[config.mk]
export PLATFORM = sky130hd
export DESIGN_NAME = fft_frame_buffer
export DESIGN_NICKNAME = d
export VERILOG_FILES = /design/src/rtl/audio_pkg.sv /design/src/rtl/valid_delay_line.sv /design/src/rtl/fft_frame_buffer.sv
export SDC_FILE = /design/constraint.sdc
export NUM_CORES = 1
export LEC_CHECK = 0
export ABC_AREA = 1
export BUFFER_PORTS_ARGS = -buffer_cell sky130_fd_sc_hd__buf_2
export CORE_MARGIN = 1.5
export CORE_UTILIZATION = 58
export CTS_BUF_LIST = sky130_fd_sc_hd__clkbuf_4 sky130_fd_sc_hd__clkbuf_8
export CTS_CLUSTER_SIZE = 16
export DETAILED_ROUTE_END_ITERATION = 10
export HOLD_SLACK_MARGIN = 0.08
export PLACE_DENSITY = 0.82
export SETUP_SLACK_MARGIN = 0.4
export SYNTH_ARGS = -nofsm -noshare
export SYNTH_HDL_FRONTEND = slang
export SYNTH_SLANG_ARGS = --single-unit
[constraint.sdc]
create_clock -name clk -period 1.9 [get_ports clk]
set_input_delay 0.38 -clock clk [delete_from_list [all_inputs] [get_ports clk]]
set_output_delay 0.38 -clock clk [all_outputs]
set_load 0.05 [all_outputs]
[src/rtl/audio_pkg.sv]
// Shared audio front-end constants and sample type.
// Used by the frame buffer, the FFT top and the magnitude stage.
package audio_pkg;

  localparam int DATA_W  = 12;
  localparam int N       = 8;
  localparam int FFT_LAT = 3;

  typedef logic [DATA_W-1:0] sample_t;

endpackage

[src/rtl/valid_delay_line.sv]
// Fixed-depth strobe delay used to align valids with pipelined stages.
// A synchronous clear flushes every stage.
module valid_delay_line #(
  parameter int DEPTH = 3
) (
  input  logic clk,
  input  logic rst_n,
  input  logic clr,
  input  logic d,
  output logic q
);

  logic [DEPTH-1:0] r_pipe;

  if (DEPTH < 1) begin : g_depth_chk
    $error("valid_delay_line: DEPTH must be >= 1");
  end

  // Shift the strobe one stage per cycle; clear drops anything in flight.
  always_ff @(posedge clk or negedge rst_n) begin
    if (!rst_n) begin
      r_pipe <= '0;
    end else if (clr) begin
      r_pipe <= '0;
    end else begin
      r_pipe[0] <= d;
      for (int i = 1; i < DEPTH; i++) begin
        r_pipe[i] <= r_pipe[i-1];
      end
    end
  end

  assign q = r_pipe[DEPTH-1];

endmodule

[src/rtl/fft_frame_buffer.sv]
// Sliding 8-sample window feeding the 8-point FFT inputs x_0..x_7.
// Emits a frame every HOP samples once filled, plus an FFT-aligned strobe.
module fft_frame_buffer
  import audio_pkg::*;
#(
  parameter int DATA_W     = audio_pkg::DATA_W,
  parameter int N          = audio_pkg::N,
  parameter int HOP        = 8,
  parameter int OFFSET_BIN = 1,
  parameter int FFT_LAT    = audio_pkg::FFT_LAT
) (
  input  logic              clk,
  input  logic              rst_n,
  input  logic              clr,
  input  logic [DATA_W-1:0] sample_in,
  input  logic              sample_valid,
  output logic [DATA_W-1:0] x_0,
  output logic [DATA_W-1:0] x_1,
  output logic [DATA_W-1:0] x_2,
  output logic [DATA_W-1:0] x_3,
  output logic [DATA_W-1:0] x_4,
  output logic [DATA_W-1:0] x_5,
  output logic [DATA_W-1:0] x_6,
  output logic [DATA_W-1:0] x_7,
  output logic              frame_valid,
  output logic              fft_valid,
  output logic              fill_done
);

  localparam int CW = $clog2(N + 1);
  localparam logic [CW-1:0] C_FULL = CW'(N);
  localparam logic [CW-1:0] C_LAST = CW'(N - 1);
  localparam logic [CW-1:0] C_HOPL = CW'(HOP - 1);
  localparam logic [CW-1:0] C_ONE  = CW'(1);

  if (HOP < 1 || HOP > N) begin : g_hop_chk
    $error("fft_frame_buffer: HOP must be in 1..N");
  end

  if (N != 8) begin : g_n_chk
    $error("fft_frame_buffer: only N=8 is supported");
  end

  logic [DATA_W-1:0] r_hist [N];
  logic [DATA_W-1:0] r_x    [N];
  logic [DATA_W-1:0] w_win  [N];
  logic [DATA_W-1:0] w_s;
  logic [CW-1:0]     r_fill;
  logic [CW-1:0]     r_hop;
  logic              r_fill_done;
  logic              r_fv;
  logic              w_acc;
  logic              w_first;
  logic              w_emit;
  logic              w_fft_valid;

  assign w_s = (OFFSET_BIN != 0)
             ? {~sample_in[DATA_W-1], sample_in[DATA_W-2:0]}
             : sample_in;

  assign w_acc   = sample_valid & ~clr;
  assign w_first = (r_fill == C_LAST);
  assign w_emit  = w_acc
                 & (w_first | (r_fill_done & (r_hop == C_HOPL)));

  // Window as it will look after shifting in the current sample.
  always_comb begin
    for (int i = 0; i < N - 1; i++) begin
      w_win[i] = r_hist[i+1];
    end
    w_win[N-1] = w_s;
  end

  // Fill and hop counters; hop only runs once the window is full.
  always_ff @(posedge clk or negedge rst_n) begin
    if (!rst_n) begin
      r_fill      <= '0;
      r_fill_done <= 1'b0;
      r_hop       <= '0;
    end else if (clr) begin
      r_fill      <= '0;
      r_fill_done <= 1'b0;
      r_hop       <= '0;
    end else if (sample_valid) begin
      if (r_fill != C_FULL) begin
        r_fill <= r_fill + C_ONE;
      end
      if (w_first) begin
        r_fill_done <= 1'b1;
      end
      if (w_emit) begin
        r_hop <= '0;
      end else if (r_fill_done) begin
        r_hop <= r_hop + C_ONE;
      end
    end
  end

  // History shift register; newest sample enters at the top.
  always_ff @(posedge clk or negedge rst_n) begin
    if (!rst_n) begin
      for (int i = 0; i < N; i++) begin
        r_hist[i] <= '0;
      end
    end else if (clr) begin
      for (int i = 0; i < N; i++) begin
        r_hist[i] <= '0;
      end
    end else if (sample_valid) begin
      for (int i = 0; i < N; i++) begin
        r_hist[i] <= w_win[i];
      end
    end
  end

  // Output window loads only on emit; the frame strobe follows it.
  always_ff @(posedge clk or negedge rst_n) begin
    if (!rst_n) begin
      for (int i = 0; i < N; i++) begin
        r_x[i] <= '0;
      end
      r_fv <= 1'b0;
    end else begin
      r_fv <= w_emit;
      if (w_emit) begin
        for (int i = 0; i < N; i++) begin
          r_x[i] <= w_win[i];
        end
      end
    end
  end

  valid_delay_line #(
    .DEPTH (FFT_LAT)
  ) u_fft_dly (
    .clk   (clk),
    .rst_n (rst_n),
    .clr   (clr),
    .d     (r_fv),
    .q     (w_fft_valid)
  );

  assign x_0         = r_x[0];
  assign x_1         = r_x[1];
  assign x_2         = r_x[2];
  assign x_3         = r_x[3];
  assign x_4         = r_x[4];
  assign x_5         = r_x[5];
  assign x_6         = r_x[6];
  assign x_7         = r_x[7];
  assign frame_valid = r_fv;
  assign fft_valid   = w_fft_valid;
  assign fill_done   = r_fill_done;

endmodule

==> out/qor.yml <==
critPathCaptureType: "flop"
finalCritPeriodShare_pct: 78.7
drt_wl_total_mm: 16.0
cts-root-buf: "clkbuf_8"
fin_util_pct: 72.8
n_antenna_cell: 0
power_frac_seq_pct: 56.6
grt_pass1_wl_mm: 25.5
status: "finished, final reports clean"
drc: 0
fin_ws_ns: 0.405
cts_max_path_buffers: 2
dp_hpwl_mm: 10.0
setup_viol: 0
syn_nets: 689
nFillCells: 840
p_int_mw: 5.72
yosys.cell_types.count: 23
initial_core_util_pct: 60.1
vias: 5270
finalHoldViolCount: 0
syn_inst: 670
core_area_sq_mm: 0.0122
gp_congestion: 0.762
area_growth_pct: 21.1
arrival_ns: 1.82
powerDensity_mw_per_mm2: 848
route.antenna.remaining_nets: 0
mostFrequentLayoutCells: "193 x dfrtp_1, 109 x nand2_1, 105 x inv_1"
die_x_microns: 115
cp_slowest_cell: "dfrtp_1"
cp_top_family: "simple AND/OR/NAND/NOR gates"
power_frac_comb_pct: 8.7
fmax_mhz: 669
seq_area_frac_synth_pct: 66.0
antenna_found_initial: 0
peakVddDrop_mv: 0.626
finalPower_mw: 7.51
final_common_cell: "dfrtp_1"
htree_levels: 4
io_pins: 115
rows: 40
synth_area_sq_mm: 0.00731
critical_path.cell_chain: "ha_2 > nand3_2 > nand2_4 > nand2_8 > buf_6 > nand4_1 > nand2_1"
cp.required_ns: 2.23
ys_warn_count: 0
post_dp_cell_area_sq_mm: 0.00801
insertion_delay_ns: 0.45
tightest_slew_ns: 0.453
fin_nets: 805
path_class: "reg2reg"
viasPerCell: 5.47
worst-path-buf-inv: 1
tns_ns: 0
final_max_slew_viol_count: 0
place_ws_ns: 0.247
grt_max_degree: 85
seq_area_sq_mm: 0.00483
switchingPower_mw: 1.79
switching_share_pct: 23.8
worst_clock_skew_ns: 0.0148
clock_sinks: 193
routedWlPerCell_microns: 16.6
hp-class: "in2reg"
die_area_sq_mm: 0.0133
clk_pin_slew_ns: 0.09
leakage_nw: 4.23
port_buffers: 114
final_area_sq_mm: 0.00886
cts_tree: "built"
period_minus_slack_ns: 1.50
dr.first_iter.drc_count: 418
cts_made_buffers: 17
cpPeakStageDelay_ns: 0.37
maxCapViolCount: 0
rsz0062_at_grt: "true"
grt_pass1_vias: 5203
syn_area_per_cell_sq_um: 10.9
drtPass1Iterations: 5
multi_input_area_sq_mm: 0.00186
drive_gt1_share_pct: 27.1
track_usage_pct: 25.1
relSlewSlack_pct: 69.8
start_kind: "flop"
clockPowerShare_pct: 34.7
die_h_microns: 115
grt_overflow_total: 0
path_max_fanout: 10
synth-seq-cells: 193
timing.reg2reg.setup_slack_ns: 0.40
[synthesized netlist by cell type (all sizes together)]
cell type  number  area, sq um
nand3           5         30.0
a21oi           3         15.0
nand2         115          442
o22ai          84          526
ha              3         37.5
clkbuf         11         41.3
nand4           7         43.8
xor2            2         17.5
o21ai         100          636
inv           109          409
buf            29          239
dfrtp         193         4830
nor3b           1         7.51
nor2            8         40.0
[path summary, 6_finish.rpt]
path                                                    start                             to  depth (start not counted)
worst max-delay path                    r_fill[0]$_DFFE_PN0P_           r_hop[1]$_DFFE_PN0P_                          7
worst min-delay path                            sample_in[11]            x_7[11]$_DFFE_PN0P_                          2
worst max register to register          r_fill[0]$_DFFE_PN0P_           r_hop[1]$_DFFE_PN0P_                          7
worst min register to register  u_fft_dly.r_pipe[1]$_DFF_PN0_  u_fft_dly.r_pipe[2]$_DFF_PN0_                          2
max in group asynchronous                               rst_n             x_6[4]$_DFFE_PN0P_                          3
min in group asynchronous                               rst_n             x_2[0]$_DFFE_PN0P_                          2
[cell type report]
type                       count  share of cell area [%]
timing repair buffer         135                    13.1
multi-input combinational    330                    21.0
clock inverter                 5                   0.890
sequential                   193                    54.5
clock buffer                  24                    3.52
inverter                     109                    4.62
tap                          168                    2.37
[per-stage QoR]
stage	hold slack (ns)	std cells
final	0.127	964
after global routing	0.105	964
after CTS	0.0918	962
after detailed placement	0.327	924
after global placement	0.324	924
after floorplan	0.0844	670
[metal layers]
metal	track usage [%]	vias to the layer above	wire length, microns
met5	0	-	0
met4	7.98	0	277
met3	7.59	20	792
met2	40.8	173	8210
met1	32.7	2632	6740
li1	-	2445	-
[power groups by stage]
stage | sequential, mW | combinational, mW | clock, mW
floorplan | 4.47 | 0.216 | 0
global placement | 4.34 | 0.547 | 0
detailed placement | 4.34 | 0.568 | 0
CTS | 4.25 | 0.631 | 2.66
global route | 4.26 | 0.709 | 2.81
finish | 4.25 | 0.651 | 2.61
[repair_timing]
action,in CTS,in global routing
setup endpoints to repair,122,132
resized for setup,39,93
cloned,2,2
hold buffers,1,0
setup buffers,6,0
endpoints found under the hold margin,36,0
pin swaps,2,2
[registers in the layout (all words and copies together), names as in the netlist]
register / cells
x_2: 12
x_5: 12
r_fill: 4
frame_valid: 1
u_fft_dly.r_pipe: 3
fill_done: 1
r_hop: 4
x_4: 12
r_hist: 84
x_7: 12
x_1: 12
x_0: 12
x_6: 12
x_3: 12
[cells by family (layout without fill, tap and decap cells)]
logic type               after synthesis  count (layout)  share of synthesized area [%]
flip-flops                           193             193                           66.0
AO/OA/AOI/OAI                        187             187                           16.1
buffers and inverters                149             273                           9.43
AND/OR/NAND/NOR                      136             138                           7.70
adder cells (fa/ha/maj)                3               3                          0.513
XOR/XNOR                               2               2                          0.240
Power figures use the tool's default switching activity.
